===== config.mk =====
export PLATFORM = sky130hd
export DESIGN_NAME = ws_core_sequencer
export DESIGN_NICKNAME = d
export VERILOG_FILES = /design/src/rtl/ws_ctrl_pkg.sv /design/src/rtl/ws_psum_drain.sv /design/src/rtl/ws_core_sequencer.sv
export SDC_FILE = /design/constraint.sdc
export NUM_CORES = 1
export LEC_CHECK = 0
export BUFFER_PORTS_ARGS = -buffer_cell sky130_fd_sc_hd__clkbuf_2
export CAP_MARGIN = 5
export CORE_ASPECT_RATIO = 1.2
export CORE_MARGIN = 3
export CORE_UTILIZATION = 52
export DETAILED_ROUTE_END_ITERATION = 8
export PLACE_DENSITY = 0.77
export SETUP_SLACK_MARGIN = 0.02
export SLEW_MARGIN = 0
export SYNTH_ARGS = -nofsm -noshare
export SYNTH_HDL_FRONTEND = slang
export SYNTH_HIERARCHICAL = 1
export SYNTH_SLANG_ARGS = --single-unit

===== constraint.sdc =====
create_clock -name clk -period 2.92 [get_ports clk]
set_input_delay 0.146 -clock clk [delete_from_list [all_inputs] [get_ports clk]]
set_output_delay 0.146 -clock clk [all_outputs]
set_load 0.005 [all_outputs]

===== src/rtl/ws_ctrl_pkg.sv =====
// Shared constants for the weight-stationary core sequencer: inst bit map,
// array geometry and the FSM/drain state encodings.
package ws_ctrl_pkg;

    localparam int ROW     = 4;
    localparam int COL     = 8;
    localparam int ADDR_W  = 11;
    localparam int TILE_W  = 4;
    localparam int GAP_CYC = 4;
    localparam int XADDR_W = 10;
    localparam int INST_W  = 51;

    localparam int INST_KLOAD     = 0;
    localparam int INST_EXEC      = 1;
    localparam int INST_L0WR      = 2;
    localparam int INST_L0RD      = 3;
    localparam int INST_OFRD      = 6;
    localparam int INST_XADDR_LSB = 7;
    localparam int INST_XADDR_MSB = 16;
    localparam int INST_L0SEL     = 17;
    localparam int INST_XWEN      = 18;
    localparam int INST_XCEN      = 19;
    localparam int INST_PADDR_LSB = 20;
    localparam int INST_PADDR_MSB = 30;
    localparam int INST_PWEN      = 31;
    localparam int INST_PCEN      = 32;
    localparam int INST_ACCUM     = 33;
    localparam int INST_WWEN      = 49;
    localparam int INST_WCEN      = 50;

    typedef enum logic [2:0] {
        S_IDLE,
        S_W_LD,
        S_W_KER,
        S_GAP,
        S_X_LD,
        S_X_EXE,
        S_DRAIN
    } seq_state_t;

    // Accumulating tiles: read old psum, pop FIFO, write the sum back.
    typedef enum logic [1:0] {
        PH_RD,
        PH_OFRD,
        PH_WR
    } acc_phase_t;

endpackage


===== src/rtl/ws_psum_drain.sv =====
// Output FIFO to psum memory mover: counts FIFO pops and psum writes and
// sequences the plain (first tile) or read-modify-write (later tiles) path.
module ws_psum_drain
    import ws_ctrl_pkg::*;
(
    input  logic              clk,
    input  logic              reset,
    input  logic              i_en,
    input  logic              i_clr,
    input  logic              i_accum_mode,
    input  logic              i_ofifo_valid,
    input  logic [ADDR_W-1:0] i_nact,
    input  logic [ADDR_W-1:0] i_pbase,
    output logic              o_ofifo_rd,
    output logic              o_pcen,
    output logic              o_pwen,
    output logic              o_accum,
    output logic [ADDR_W-1:0] o_paddr,
    output logic              o_drain_done
);

    logic [ADDR_W-1:0] r_rd_cnt;
    logic [ADDR_W-1:0] r_psum_cnt;
    logic              r_wr_pend;
    acc_phase_t        r_ph;
    acc_phase_t        w_ph_nxt;
    logic              w_wr;
    logic              w_prd;
    logic              w_more;

    assign w_more = (r_rd_cnt < i_nact);

    always_comb begin
        w_ph_nxt     = r_ph;
        o_ofifo_rd   = 1'b0;
        o_accum      = 1'b0;
        w_prd        = 1'b0;
        w_wr         = 1'b0;
        if (i_accum_mode) begin
            case (r_ph)
                PH_RD: begin
                    w_prd = i_en && i_ofifo_valid && w_more;
                    if (w_prd) w_ph_nxt = PH_OFRD;
                end
                PH_OFRD: begin
                    o_ofifo_rd = i_ofifo_valid;
                    o_accum    = 1'b1;
                    if (i_ofifo_valid) w_ph_nxt = PH_WR;
                end
                PH_WR: begin
                    w_wr     = 1'b1;
                    o_accum  = 1'b1;
                    w_ph_nxt = PH_RD;
                end
                default: w_ph_nxt = PH_RD;
            endcase
        end else begin
            o_ofifo_rd = i_en && i_ofifo_valid && w_more;
            w_wr       = r_wr_pend;
        end
        o_pcen       = !(w_wr || w_prd);
        o_pwen       = !w_wr;
        o_paddr      = (w_wr || w_prd) ? (i_pbase + r_psum_cnt) : '0;
        o_drain_done = w_wr && (r_psum_cnt == (i_nact - 1'b1));
    end

    always_ff @(posedge clk) begin
        if (reset || i_clr) begin
            r_rd_cnt   <= '0;
            r_psum_cnt <= '0;
            r_wr_pend  <= 1'b0;
            r_ph       <= PH_RD;
        end else begin
            r_rd_cnt   <= r_rd_cnt + ADDR_W'(o_ofifo_rd);
            r_psum_cnt <= r_psum_cnt + ADDR_W'(w_wr);
            r_wr_pend  <= o_ofifo_rd && !i_accum_mode;
            r_ph       <= w_ph_nxt;
        end
    end

endmodule


===== src/rtl/ws_core_sequencer.sv =====
// Drives the core inst bus through one weight-stationary pass, tile by tile.
// state   | meaning
// IDLE    | waiting for start
// W_LD    | xmem kernel reads into L0 (COL reads + 1 trailing l0_wr)
// W_KER   | push kernel from L0 into the PE array
// GAP     | array settle
// X_LD    | xmem activation reads into L0 (n_act reads + 1 trailing l0_wr)
// X_EXE   | execute; FIFO draining may already begin
// DRAIN   | finish moving psums to pmem
module ws_core_sequencer
    import ws_ctrl_pkg::*;
(
    input  logic               clk,
    input  logic               reset,
    input  logic               start,
    input  logic [XADDR_W-1:0] w_base,
    input  logic [XADDR_W-1:0] x_base,
    input  logic [ADDR_W-1:0]  p_base,
    input  logic [ADDR_W-1:0]  n_act,
    input  logic [TILE_W-1:0]  n_tile,
    input  logic               ofifo_valid,
    output logic [INST_W-1:0]  inst,
    output logic               busy,
    output logic               done
);

    seq_state_t         r_state;
    seq_state_t         w_state_nxt;
    logic [ADDR_W-1:0]  r_tmr;
    logic [ADDR_W-1:0]  w_tmr_nxt;
    logic [TILE_W-1:0]  r_tile;
    logic [TILE_W-1:0]  r_ntile;
    logic [ADDR_W-1:0]  r_nact;
    logic [ADDR_W-1:0]  r_pbase;
    logic [XADDR_W-1:0] r_wptr;
    logic [XADDR_W-1:0] r_xptr;
    logic               r_l0wr;
    logic               w_tmr_zero;
    logic               w_xrd;
    logic [XADDR_W-1:0] w_xaddr;
    logic               w_kload;
    logic               w_exec;
    logic               w_l0rd;
    logic               w_tile_inc;
    logic               w_done;
    logic               w_ofrd;
    logic               w_pcen;
    logic               w_pwen;
    logic               w_accum;
    logic [ADDR_W-1:0]  w_paddr;
    logic               w_drain_done;

    assign w_tmr_zero = (r_tmr == '0);

    always_comb begin
        w_state_nxt = r_state;
        w_tmr_nxt   = w_tmr_zero ? r_tmr : r_tmr - 1'b1;
        w_xrd       = 1'b0;
        w_xaddr     = '0;
        w_kload     = 1'b0;
        w_exec      = 1'b0;
        w_l0rd      = 1'b0;
        w_tile_inc  = 1'b0;
        w_done      = 1'b0;
        case (r_state)
            S_IDLE: begin
                if (start) begin
                    w_state_nxt = S_W_LD;
                    w_tmr_nxt   = ADDR_W'(COL);
                end
            end
            S_W_LD: begin
                w_xrd   = !w_tmr_zero;
                w_xaddr = w_xrd ? r_wptr : '0;
                if (w_tmr_zero) begin
                    w_state_nxt = S_W_KER;
                    w_tmr_nxt   = ADDR_W'(COL - 1);
                end
            end
            S_W_KER: begin
                w_kload = 1'b1;
                w_l0rd  = 1'b1;
                if (w_tmr_zero) begin
                    w_state_nxt = S_GAP;
                    w_tmr_nxt   = ADDR_W'(GAP_CYC - 1);
                end
            end
            S_GAP: begin
                if (w_tmr_zero) begin
                    w_state_nxt = S_X_LD;
                    w_tmr_nxt   = r_nact;
                end
            end
            S_X_LD: begin
                w_xrd   = !w_tmr_zero;
                w_xaddr = w_xrd ? r_xptr : '0;
                if (w_tmr_zero) begin
                    w_state_nxt = S_X_EXE;
                    w_tmr_nxt   = r_nact - 1'b1;
                end
            end
            S_X_EXE: begin
                w_exec = 1'b1;
                w_l0rd = 1'b1;
                if (w_tmr_zero) w_state_nxt = S_DRAIN;
            end
            S_DRAIN: begin
                if (w_drain_done) begin
                    if (r_tile == (r_ntile - 1'b1)) begin
                        w_done      = 1'b1;
                        w_state_nxt = S_IDLE;
                    end else begin
                        w_tile_inc  = 1'b1;
                        w_state_nxt = S_W_LD;
                        w_tmr_nxt   = ADDR_W'(COL);
                    end
                end
            end
            default: w_state_nxt = S_IDLE;
        endcase
    end

    // Kernel and activation pointers just keep advancing, so each new tile
    // starts where the previous one stopped without any tile*stride multiply.
    always_ff @(posedge clk) begin
        if (reset) begin
            r_state <= S_IDLE;
            r_tmr   <= '0;
            r_tile  <= '0;
            r_ntile <= '0;
            r_nact  <= '0;
            r_pbase <= '0;
            r_wptr  <= '0;
            r_xptr  <= '0;
            r_l0wr  <= 1'b0;
        end else begin
            r_state <= w_state_nxt;
            r_tmr   <= w_tmr_nxt;
            r_l0wr  <= w_xrd;
            if (r_state == S_IDLE && start) begin
                r_nact  <= (n_act == '0) ? ADDR_W'(1) : n_act;
                r_ntile <= (n_tile == '0) ? TILE_W'(1) : n_tile;
                r_pbase <= p_base;
                r_wptr  <= w_base;
                r_xptr  <= x_base;
                r_tile  <= '0;
            end else begin
                if (w_xrd && r_state == S_W_LD) r_wptr <= r_wptr + 1'b1;
                if (w_xrd && r_state == S_X_LD) r_xptr <= r_xptr + 1'b1;
                if (w_tile_inc) r_tile <= r_tile + 1'b1;
            end
        end
    end

    ws_psum_drain u_drain (
        .clk          (clk),
        .reset        (reset),
        .i_en         ((r_state == S_X_EXE) || (r_state == S_DRAIN)),
        .i_clr        ((r_state == S_IDLE) || (r_state == S_W_LD)),
        .i_accum_mode (r_tile != '0),
        .i_ofifo_valid(ofifo_valid),
        .i_nact       (r_nact),
        .i_pbase      (r_pbase),
        .o_ofifo_rd   (w_ofrd),
        .o_pcen       (w_pcen),
        .o_pwen       (w_pwen),
        .o_accum      (w_accum),
        .o_paddr      (w_paddr),
        .o_drain_done (w_drain_done)
    );

    always_comb begin
        inst                                  = '0;
        inst[INST_KLOAD]                      = w_kload;
        inst[INST_EXEC]                       = w_exec;
        inst[INST_L0WR]                       = r_l0wr;
        inst[INST_L0RD]                       = w_l0rd;
        inst[INST_OFRD]                       = w_ofrd;
        inst[INST_XADDR_MSB:INST_XADDR_LSB]   = w_xaddr;
        inst[INST_XWEN]                       = 1'b1;
        inst[INST_XCEN]                       = !w_xrd;
        inst[INST_PADDR_MSB:INST_PADDR_LSB]   = w_paddr;
        inst[INST_PWEN]                       = w_pwen;
        inst[INST_PCEN]                       = w_pcen;
        inst[INST_ACCUM]                      = w_accum;
        inst[INST_WWEN]                       = 1'b1;
        inst[INST_WCEN]                       = 1'b1;
    end

    assign busy = (r_state != S_IDLE);
    assign done = w_done;

endmodule


==> out/metrics.yaml, run 1 <==
run_status:
  status: "finished, final reports clean"
logic_synthesis:
  synth_edf_count: 0
  ys_seq_area_share_pct: 28.72
  synth_top_area_cell: "dfxtp_1"
  yosysMostFrequentCell: "dfxtp_1"
  ys_seq_elements: 90
  netlist_area_mm2: 0.006274
  syn_avg_cell_area_um2: 7.891
  synthDistinctLibCells: 78
  synthArstFlopShare_pct: 0
  synth_commonest_cells: "90 x dfxtp_1, 87 x nand2_1, 63 x a21oi_1, 60 x nor2_1, 56 x o21ai_0"
  netlist.area_leader.share_pct: 28.72
  synth-main-ff-cell: "dfxtp_1"
  yosys_warnings: 6
  synthCells: 795
  ys_top_cells_by_area: "dfxtp_1 29%, ha_1 7.8%, nand2_1 5.2%, a21oi_1 5.0%, o21ai_0 4.5%"
cells_and_area:
  final_cell_area_mm2: 0.007157
  fillers: 1079
  antenna_cells: 0
  drive_gt1_share_pct: 18.98
  final_nets: 971
  syn_to_final_growth_pct: 14.08
setup_path:
  reg2reg_slack_ns: 0.20
  path_buf_inv: 2
  reg2reg_depth: 10
  required_ns: 2.77
  worst_setup_path_end_kind: "output pin"
  critPathTopFamily: "compound AO/OA/AOI/OAI gates"
  slowest_stage: "or4_4"
  r2r-end: "r_state[0]$_SDFFE_PP0P_"
  startpoint: "u_drain/r_psum_cnt[0]$_SDFF_PP0_"
  max_stage_delay_ns: 0.44
  endpoint: "inst[30]"
  crit_chain: "ha_2 -> inv_1 -> fa_2 -> nor2b_4 -> o31a_1 -> or4_4 -> a21oi_4 -> nor2_1 -> a2111oi_2 -> buf_2"
  cp-start-kind: "flip-flop"
  reg2reg_from: "r_tile[0]$_SDFFE_PP0P_"
  critPathArrivalTime_ns: 2.67
  crit_fanout: 3
  critical_path_class: "reg -> out"
  worst-path-stages: 10
place:
  place_ws_ns: 0.2083
  place_hpwl_um: 11820
  portBuffers: 81
  gp_congestion: 0.9072
  dpl_cell_area_mm2: 0.006860
die:
  chipWidth_um: 106.3
  dieArea_mm2: 0.01342
  core_mm2: 0.01167
  start_util_pct: 53.73
  fp.dieH_um: 126.3
  rows: 43
  num_io_pins: 103
sta:
  whs_ns: 0.02298
  fmax_ghz: 0.3555
  max-slew-margin-rel_pct: 52.20
  fin_crit_sh_pct: 96.33
  slew_violations: 0
  fin_crit_ns: 2.813
  max_slew.worst_pin.slew_ns: 0.7104
  setup_viol: 0
  setup_slack_ns: 0.1072
  hold_viol: 0
  skew_ns: 0.008200
clock_tree:
  cts_tree: "done"
  clockRootBuffer: "clkbuf_16"
  clkSlewWorstSetupHoldPaths_ns: 0.07
  clockBufferDepth: 2
  h-tree-depth: 3
  clkSinkCount: 90
  cts_buffers: 9
  clkLatencyLatePin_ns: 0.35
routing:
  drt_iter0_drc: 435
  firstDrtPassIters: 5
  wl_per_cell_um: 14.96
  routed_wl_um: 15590
  drc_errors: 0
  via_per_inst: 5.672
  postRouteAntennaNets: 0
  vias: 5910
power_and_ir_drop:
  p_seq_share_pct: 32.6
  power_switching_share_pct: 41.65
  power_density_mw_per_mm2: 718.5
  power.switching_mw: 2.142
  p_clk_share_pct: 20.9
  combPwrFrac_pct: 46.5
  ir_worst_vdd_v: 0.0003379
  p_leak_nw: 2.880
  internal-power_mw: 3.001
global_routing:
  grt_pass1_vias: 5465
  grt_max_degree: 39
  grt_use_total_pct: 22.99
  overflow: 0
  grt_pass1_wl_um: 25410
  antenna_found_initial: 0
min_path:
  min_path_type: "in -> reg"
  min_path_cells: 3
flow_run:
  maxCapViolCount: 0
how the worst min path moves through the flow:
stage | to | start | slack [ns]
6_report | r_pbase[3]$_SDFFE_PP0P_ | p_base[3] | 0.02
3_3_place_gp | r_pbase[1]$_SDFFE_PP0P_ | p_base[1] | 0.37
5_1_grt | r_ntile[2]$_SDFFE_PP0P_ | n_tile[2] | 0.03
4_1_cts | r_pbase[10]$_SDFFE_PP0P_ | p_base[10] | 0.02
3_5_place_dp | r_pbase[4]$_SDFFE_PP0P_ | p_base[4] | 0.38
2_1_floorplan | r_pbase[0]$_SDFFE_PP0P_ | p_base[0] | 0.28
layer usage:
| layer | up-vias | part of all wire [%] | global-route usage, % |
|---|---|---|---|
| met2 | 169 | 50 | 40.47 |
| met5 | - | 0 | 0 |
| li1 | 2953 | - | - |
| met1 | 2760 | 42 | 27.82 |
| met3 | 28 | 4.9 | 3.562 |
| met4 | 0 | 2.6 | 9.451 |
sequential cells by signal, indices dropped and copies added (netlist names):
| name | count |
|---|---|
| r_nact | 11 |
| r_pbase | 11 |
| r_tmr | 11 |
| u_drain/r_psum_cnt | 11 |
| u_drain/r_rd_cnt | 11 |
| r_wptr | 10 |
| r_xptr | 10 |
| r_ntile | 4 |
| r_tile | 4 |
| r_state | 3 |
| u_drain/r_ph | 2 |
| r_l0wr | 1 |
| u_drain/r_wr_pend | 1 |
cell usage in the layout, fill, tap and decap left out, types with 29 or more instances in the layout:
cell type   n
a21oi_1    63
buf_4      39
dfxtp_1    89
clkbuf_2   80
o21ai_0    55
nand2_1    87
inv_1      37
xnor2_1    31
nor2_1     59
xor2_1     29
ha_1       38
timing repair:
| item | CTS | global route |
|---|---|---|
| setup buffers | 0 | 1 |
| pin swaps | 1 | 4 |
| endpoints found under the setup margin | 1 | 8 |
| gates resized for setup | 0 | 8 |
| hold buffers | 0 | 0 |
power groups by stage:
| stage | combinational, mW | sequential [mW] | clock (mW) |
|---|---|---|---|
| 3_3_place_gp | 2.34 | 1.69 | 0 |
| 2_1_floorplan | 1.82 | 1.66 | 0 |
| 4_1_cts | 2.38 | 1.67 | 1.10 |
| 3_5_place_dp | 2.37 | 1.70 | 0 |
| 6_report | 2.39 | 1.68 | 1.07 |
| 5_1_grt | 2.66 | 1.71 | 1.15 |
metrics by stage:
stage | utilization (%) | TNS [ns] | power [mW] | instances
floorplan | - | 0 | 3.478 | 814
global placement | 58.76 | 0 | 4.036 | 1026
detailed placement | 58.76 | 0 | 4.066 | 1026
CTS | 61.08 | 0 | 5.152 | 1041
global route | 61.30 | -0.01358 | 5.513 | 1042
finish | 61.30 | 0 | 5.142 | 1042
area by class of cell:
type                    count  area (µm²)  share of cell area [%]
multi-input cells         622        4044                   56.50
clock buffers              10       229.0                   3.199
inverters                  38       145.1                   2.028
repair buffers            120       698.2                   9.755
well taps                 157       196.4                   2.745
flip-flops and latches     90        1803                   25.19
clock inverters             5       41.29                  0.5769
worst min-delay path, delay by kind of cell:
kind	cells	cell delay, ns
buffers and inverters	1	0.08
AO/OA/AOI/OAI	1	0.05
AND/OR/NAND/NOR	1	0.05
cell families after synthesis:
group | share of synthesized area, %
compound gates | 22.12
fa+ha+maj | 8.097
simple gates | 22.86
flops | 28.72
buf+inv | 8.376
other cells | 0.1197
mux | 0.9773
xor+xnor | 8.735
(Power assumes the default switching activity.)
==> run 2, diff against run 1 <==
--- a/config.mk
+++ b/config.mk
@@ -5,13 +5,14 @@
 export SDC_FILE = /design/constraint.sdc
 export NUM_CORES = 1
 export LEC_CHECK = 0
+export ABC_AREA = 1
 export BUFFER_PORTS_ARGS = -buffer_cell sky130_fd_sc_hd__clkbuf_2
 export CAP_MARGIN = 5
 export CORE_ASPECT_RATIO = 1.2
 export CORE_MARGIN = 3
-export CORE_UTILIZATION = 52
+export CORE_UTILIZATION = 53
 export DETAILED_ROUTE_END_ITERATION = 8
-export PLACE_DENSITY = 0.77
+export PLACE_DENSITY = 0.85
 export SETUP_SLACK_MARGIN = 0.02
 export SLEW_MARGIN = 0
 export SYNTH_ARGS = -nofsm -noshare
==> run 2 against run 1 <==
Against the previous run:
- via count increased by 19%
- area after synthesis increased by 7.0%
- maximum frequency increased by 4.2%
- first-iteration DRC count increased by 0.23%
- final cell count increased by 24%
- combinational power increased by 25%
- core utilization increased by 0.33 points
- global-route usage increased by 1.4 points
- clock-buffer cell count increased by 1
- setup slack improved by 0.11 ns
- highest routed layer unchanged
==> out/metrics.yaml, run 2 <==
cells_and_area:
  antenna_cells: 0
  final_nets: 1217
  drive_gt1_share_pct: 15.02
  post-route-util_pct: 61.63
  final_cell_mix: "254 x nand2_1, 135 x inv_1, 91 x nor2_1"
  finalNonFillerCells: 1293
  final_common_cell: "nand2_1"
  syn_to_final_growth_pct: 12.25
  final_cell_area_mm2: 0.007532
setup_path:
  max_stage_delay_ns: 0.37
  required_ns: 3.18
  startpoint: "r_nact[8]$_SDFFE_PP0P_"
  reg2reg_from: "r_nact[8]$_SDFFE_PP0P_"
  cp_common_cell: "nand2_1"
  reg2reg_slack_ns: 0.22
  slowest_stage: "dfxtp_4"
  critPathArrivalTime_ns: 2.96
  worst_setup_path_end_kind: "flip-flop"
  path_buf_inv: 2
  cp-start-kind: "flip-flop"
  reg2reg_depth: 19
  crit_fanout: 6
  r2r-end: "u_drain/r_rd_cnt[10]$_SDFF_PP0_"
  crit_chain: "inv_1 -> ha_1 -> nand2_1 -> nor2_1 -> and2_1 -> nand2_1 -> nand3_2 -> inv_2 -> nand2_1 -> nand2_2 -> ha_4 -> ha_4 -> nand3_2 -> nor2_2 -> nand2_2 -> nor4_4 -> nand3_1 -> nand2_1 -> nor2_1"
  critPathTopFamily: "simple AND/OR/NAND/NOR gates"
  critical_path_class: "reg -> reg"
logic_synthesis:
  netlist_area_mm2: 0.006710
  synth_fa_ha_area_share_pct: 7.570
  syn_avg_cell_area_um2: 6.379
  synth_simple_gate_area_share_pct: 33.68
  synth_top_family_by_area: "simple AND/OR/NAND/NOR gates"
  synthArstFlopShare_pct: 0
  synth-main-ff-cell: "dfxtp_1"
  synthDistinctLibCells: 47
  synthCells: 1052
  ys_seq_area_share_pct: 26.85
  synth_commonest_cells: "256 x nand2_1, 135 x inv_1, 93 x nor2_1, 90 x dfxtp_1, 89 x nand3_1"
  synth_xor_xnor_area_share_pct: 3.729
  synth_compound_area_share_pct: 14.97
  yosys_warnings: 6
  yosysMostFrequentCell: "nand2_1"
  netlist.area_leader.share_pct: 26.85
  synth_edf_count: 0
  ys_top_cells_by_area: "dfxtp_1 27%, nand2_1 14%, inv_1 7.6%, ha_1 7.3%, nand3_1 6.6%"
  synth.area.mux_share_pct: 0
  synth_top_area_cell: "dfxtp_1"
  ys_seq_elements: 90
flow_run:
  maxCapViolCount: 0
global_routing:
  grt_pass1_wl_um: 27890
  grt_pass1_vias: 6335
  grt_use_total_pct: 24.43
  grt_max_degree: 62
  overflow: 0
  antenna_found_initial: 0
min_path:
  min_path_type: "in -> reg"
  min_from: "x_base[5]"
  min_path_cells: 3
  whs_endpoint: "r_xptr[5]$_SDFFE_PP0P_"
routing:
  vias: 7008
  routed_wl_um: 17210
  via_per_inst: 5.420
  postRouteAntennaNets: 0
  firstDrtPassIters: 6
  drt_iter0_drc: 436
  drc_errors: 0
  wl_per_cell_um: 13.31
clock_tree:
  cts_hold_buf: 0
  h-tree-depth: 3
  clkSinkCount: 90
  cts_tree: "done"
  clkLatencyLatePin_ns: 0.36
  clkSlewWorstSetupHoldPaths_ns: 0.07
  clockBufferDepth: 2
  cts_buffers: 9
  clockRootBuffer: "clkbuf_16"
place:
  gp_congestion: 0.9394
  place_hpwl_um: 12920
  dp.cells: 1274
  dpl_cell_area_mm2: 0.007159
  portBuffers: 81
power_and_ir_drop:
  ir_worst_vdd_v: 0.0005012
  p_clk_share_pct: 19.2
  power_density_mw_per_mm2: 775.4
  p_leak_nw: 3.602
  power.switching_mw: 2.727
  power_switching_share_pct: 46.68
  internal-power_mw: 3.114
  p_seq_share_pct: 29.6
  combPwrFrac_pct: 51.2
sta:
  max-slew-margin-rel_pct: 53.45
  slew_violations: 0
  setup_viol: 0
  max_slew.worst_pin.slew_ns: 0.6982
  skew_ns: 0.01182
  fmax_ghz: 0.3706
  rsz0062_at_grt: "true"
  setup_tns_ns: 0
  fin_crit_sh_pct: 92.42
  hold_viol: 0
  fin_crit_ns: 2.699
die:
  chipWidth_um: 108.7
  start_util_pct: 54.90
  num_io_pins: 103
  rows: 44
  dieArea_mm2: 0.01405
  core_mm2: 0.01222
  fp.dieH_um: 129.3
run_status:
  status: "finished, final reports clean"
==> run 2: cell count changes in the layout (fill, tap and decap cells not counted), sizes merged, moves of 11 or more <==
cell / previous run / this run
nand3: 27 / 94
inv: 39 / 149
nor2: 60 / 102
buf: 40 / 15
a211oi: 12 / 1
o21ai: 57 / 73
or3: 13 / 0
xnor2: 31 / 6
nand2: 87 / 264
a21oi: 64 / 78
==> run 2: area by class of cell <==
class                      count  area, µm²
clock inverter                 5      40.04
sequential                    90       1818
timing repair buffer          96      518.0
inverter                     149      559.3
multi-input combinational    781       4153
tap                          161      201.4
fill                        1157       4690
clock buffer                  11      242.7
==> run 2: kinds of logic (layout without fill, tap and decap cells) <==
kind of cell             count (synthesis)  in the layout
adder cells (fa/ha/maj)                 40             40
flip-flops                              90             90
other                                    2             21
AO/OA/AOI/OAI                          186            186
XOR/XNOR                                27             27
AND/OR/NAND/NOR                        507            507
buffers and inverters                  200            261
==> run 2: timing repair <==
action	CTS	global route
resized for setup	0	21
buffers inserted	0	3
setup endpoints to repair	0	12
==> run 2: layer usage <==
layer,GRT usage (%),routed length [µm],vias up
met5,0,0,-
met4,11.14,559,0
met3,3.837,1150,50
met2,43.54,8503,267
met1,28.61,6992,3167
li1,-,-,3524
==> run 2: worst max path at each step <==
| stage | end | cells past startpoint |
|---|---|---|
| 2_1_floorplan | u_drain/r_rd_cnt[10]$_SDFF_PP0_ | 19 |
| 3_3_place_gp | u_drain/r_rd_cnt[10]$_SDFF_PP0_ | 20 |
| 3_5_place_dp | u_drain/r_rd_cnt[10]$_SDFF_PP0_ | 19 |
| 4_1_cts | u_drain/r_rd_cnt[10]$_SDFF_PP0_ | 19 |
| 5_1_grt | u_drain/r_rd_cnt[10]$_SDFF_PP0_ | 20 |
| 6_report | u_drain/r_rd_cnt[10]$_SDFF_PP0_ | 19 |
==> run 2: metrics by stage <==
step                      setup slack [ns]  power [mW]  hold slack, ns
after floorplan                     0.4522       3.978          0.2847
after global placement              0.2649       4.592          0.3802
after detailed placement            0.1612       4.653          0.3867
after CTS                           0.1558       5.785         0.01302
after global routing              -0.01735       6.368         0.02061
final                               0.2213       5.841         0.01007
==> run 2: power groups by stage <==
| stage | sequential [mW] | clock, mW | combinational, mW |
|---|---|---|---|
| 2_1_floorplan | 1.69 | 0 | 2.29 |
| 3_3_place_gp | 1.73 | 0 | 2.86 |
| 3_5_place_dp | 1.73 | 0 | 2.92 |
| 4_1_cts | 1.71 | 1.13 | 2.94 |
| 5_1_grt | 1.76 | 1.19 | 3.42 |
| 6_report | 1.73 | 1.12 | 2.99 |
==> run 2: tightest hold or removal path, stage by stage <==
cell      delay [ns]
clkbuf_2        0.08
nand2_1         0.05
a21oi_1         0.05
==> run 3, diff against run 2 <==
--- a/config.mk
+++ b/config.mk
@@ -10,12 +10,11 @@
 export CAP_MARGIN = 5
 export CORE_ASPECT_RATIO = 1.2
 export CORE_MARGIN = 3
-export CORE_UTILIZATION = 53
+export CORE_UTILIZATION = 52
 export DETAILED_ROUTE_END_ITERATION = 8
-export PLACE_DENSITY = 0.85
+export PLACE_DENSITY = 0.84
 export SETUP_SLACK_MARGIN = 0.02
 export SLEW_MARGIN = 0
 export SYNTH_ARGS = -nofsm -noshare
 export SYNTH_HDL_FRONTEND = slang
-export SYNTH_HIERARCHICAL = 1
 export SYNTH_SLANG_ARGS = --single-unit
==> run 3 against run 2 <==
Against the previous run:
- die area decreased by 2.5%
- critical path depth shrank 8
- largest power group unchanged
- power grew 4.6%
- maximum frequency fell by 0.45%
- register-to-register slack better by 0.07 ns
- area after synthesis down 4.4%
- wire length is 2.7% higher
- highest routed layer unchanged
- first-iteration DRC count rose by 32%
- via count fell by 5.7%
==> out/metrics.yaml, run 3 <==
logic_synthesis:
  ys_top_cells_by_area: "dfxtp_1 28%, nand2_1 8.7%, ha_1 7.4%, a21oi_1 6.9%, inv_1 6.9%"
  synth_top_area_cell: "dfxtp_1"
  synthCells: 954
  syn_avg_cell_area_um2: 6.723
  netlist.area_leader.share_pct: 28.09
  synth_commonest_cells: "149 x nand2_1, 118 x inv_1, 105 x nor2_1, 90 x dfxtp_1, 89 x a21oi_1"
  synthArstFlopShare_pct: 0
  ys_seq_area_share_pct: 28.09
  netlist_area_mm2: 0.006414
  synthDistinctLibCells: 47
  yosysMostFrequentCell: "nand2_1"
  synth-main-ff-cell: "dfxtp_1"
  synth_edf_count: 0
  ys_seq_elements: 90
  yosys_warnings: 0
routing:
  firstDrtPassIters: 7
  drt_iter0_drc: 576
  wl_per_cell_um: 14.87
  drc_errors: 0
  routed_wl_um: 17670
  postRouteAntennaNets: 0
  via_per_inst: 5.561
  vias: 6606
clock_tree:
  clkLatencyLatePin_ns: 0.35
  cts_buffers: 9
  clockRootBuffer: "clkbuf_16"
  clkSlewWorstSetupHoldPaths_ns: 0.07
  cts_tree: "done"
  h-tree-depth: 3
  clkSinkCount: 90
  postCtsSetupBuffers: 0
  clockBufferDepth: 2
run_status:
  status: "finished, final reports clean"
cells_and_area:
  ff_latch_area_mm2: 0.001804
  syn_to_final_growth_pct: 12.78
  drive_gt1_share_pct: 16.49
  final_cell_mix: "148 x nand2_1, 118 x inv_1, 105 x nor2_1"
  post-route-util_pct: 61.39
  finalNonFillerCells: 1188
  antenna_cells: 0
  final_nets: 1115
  multi_input_area_mm2: 0.003936
  final_common_cell: "nand2_1"
  fillers: 1118
sta:
  max_slew.worst_pin.slew_ns: 0.5838
  slew_violations: 0
  whs_ns: 0.01232
  max-slew-margin-rel_pct: 60.94
  setup_tns_ns: 0
  rsz0062_at_grt: "false"
  skew_ns: 0.01058
  fin_crit_ns: 2.711
  setup_viol: 0
  fmax_ghz: 0.3689
  hold_viol: 0
  fin_crit_sh_pct: 92.84
flow_run:
  maxCapViolCount: 0
power_and_ir_drop:
  ir_worst_vdd_v: 0.0003589
  power_density_mw_per_mm2: 844.6
  p_leak_nw: 3.202
  power.total_mw: 6.109
global_routing:
  antenna_found_initial: 0
  grt_max_degree: 49
  grt_use_total_pct: 25.50
  overflow: 0
  grt_pass1_wl_um: 28400
  grt_pass1_vias: 6126
setup_path:
  critical_path_class: "reg -> out"
  cp-start-kind: "flip-flop"
  worst_setup_path_end_kind: "output pin"
  required_ns: 2.77
  critPathArrivalTime_ns: 2.56
  crit_fanout: 4
place:
  place_hpwl_um: 13620
  gp_congestion: 0.9855
  portBuffers: 81
  dp.cells: 1172
die:
  core_mm2: 0.01178
  rows: 43
  dieArea_mm2: 0.01371
  fp.dieH_um: 127.7
  start_util_pct: 54.43
  num_io_pins: 103
  chipWidth_um: 107.4
min_path:
  min_path_type: "in -> reg"
run 3: area by class of cell:
cell class,instances,share of cell area [%]
clock buffer,11,3.494
clock inverter,5,0.6054
inverter,125,6.487
multi-input combinational,704,54.42
sequential,90,24.94
tap,157,2.716
timing repair buffer,96,7.334
run 3: stage by stage:
step / worst slack [ns] / cell area (µm²)
finish: 0.2091 / 7233
global route: 0.002288 / 7233
CTS: 0.09676 / 7189
detailed placement: 0.1106 / 6893
global placement: 0.2230 / 6893
floorplan: 0.3720 / 6485
run 3: path summary, 6_finish.rpt:
kind / cells past startpoint / slack [ns] / end / startpoint
setup / recovery: 11 / 0.21 / inst[30] / u_drain.r_psum_cnt[0]$_SDFF_PP0_
hold / removal: 3 / 0.01 / r_pbase[8]$_SDFFE_PP0P_ / p_base[8]
setup reg to reg: 14 / 0.29 / u_drain.r_rd_cnt[10]$_SDFF_PP0_ / r_nact[3]$_SDFFE_PP0P_
hold reg to reg: 2 / 0.48 / r_xptr[5]$_SDFFE_PP0P_ / r_xptr[5]$_SDFFE_PP0P_
run 3: critical path: stages (launching register included):
cell	delay, ns
dfxtp_1	0.44
ha_1	0.26
inv_1	0.08
fa_1	0.40
inv_1	0.09
a21oi_1	0.10
o21ai_1	0.22
a21oi_1	0.10
o21bai_1	0.17
o21ai_0	0.09
a21oi_1	0.13
clkbuf_2	0.13
run 3: metal layers:
| layer | track usage (%) | vias to the layer above | wire (µm) |
|---|---|---|---|
| li1 | - | 3281 | - |
| met1 | 31.18 | 2979 | 7302 |
| met2 | 44.38 | 290 | 8431 |
| met3 | 3.224 | 56 | 1288 |
| met4 | 11.89 | 0 | 646 |
| met5 | 0 | - | 0 |
run 3: what timing repair did:
action | in CTS | in global routing
hold buffers | 0 | 0
endpoints found under the setup margin | 0 | 7
resized for setup | 0 | 12
run 3: cell families after synthesis:
| kind of cell | count (synthesis) | synth area share [%] |
|---|---|---|
| compound gates | 219 | 19.22 |
| xor+xnor | 28 | 4.038 |
| fa+ha+maj | 39 | 7.725 |
| buf+inv | 179 | 12.29 |
| flops | 90 | 28.09 |
| other cells | 2 | 0.1171 |
| simple gates | 397 | 28.52 |
run 3: report_power, final:
group,internal [mW],leakage [nW],switching [mW]
Combinational,1.12,2.32,2.15
Sequential,1.48,0.737,0.199
Clock,0.636,0.147,0.531
Total,3.23,3.20,2.88
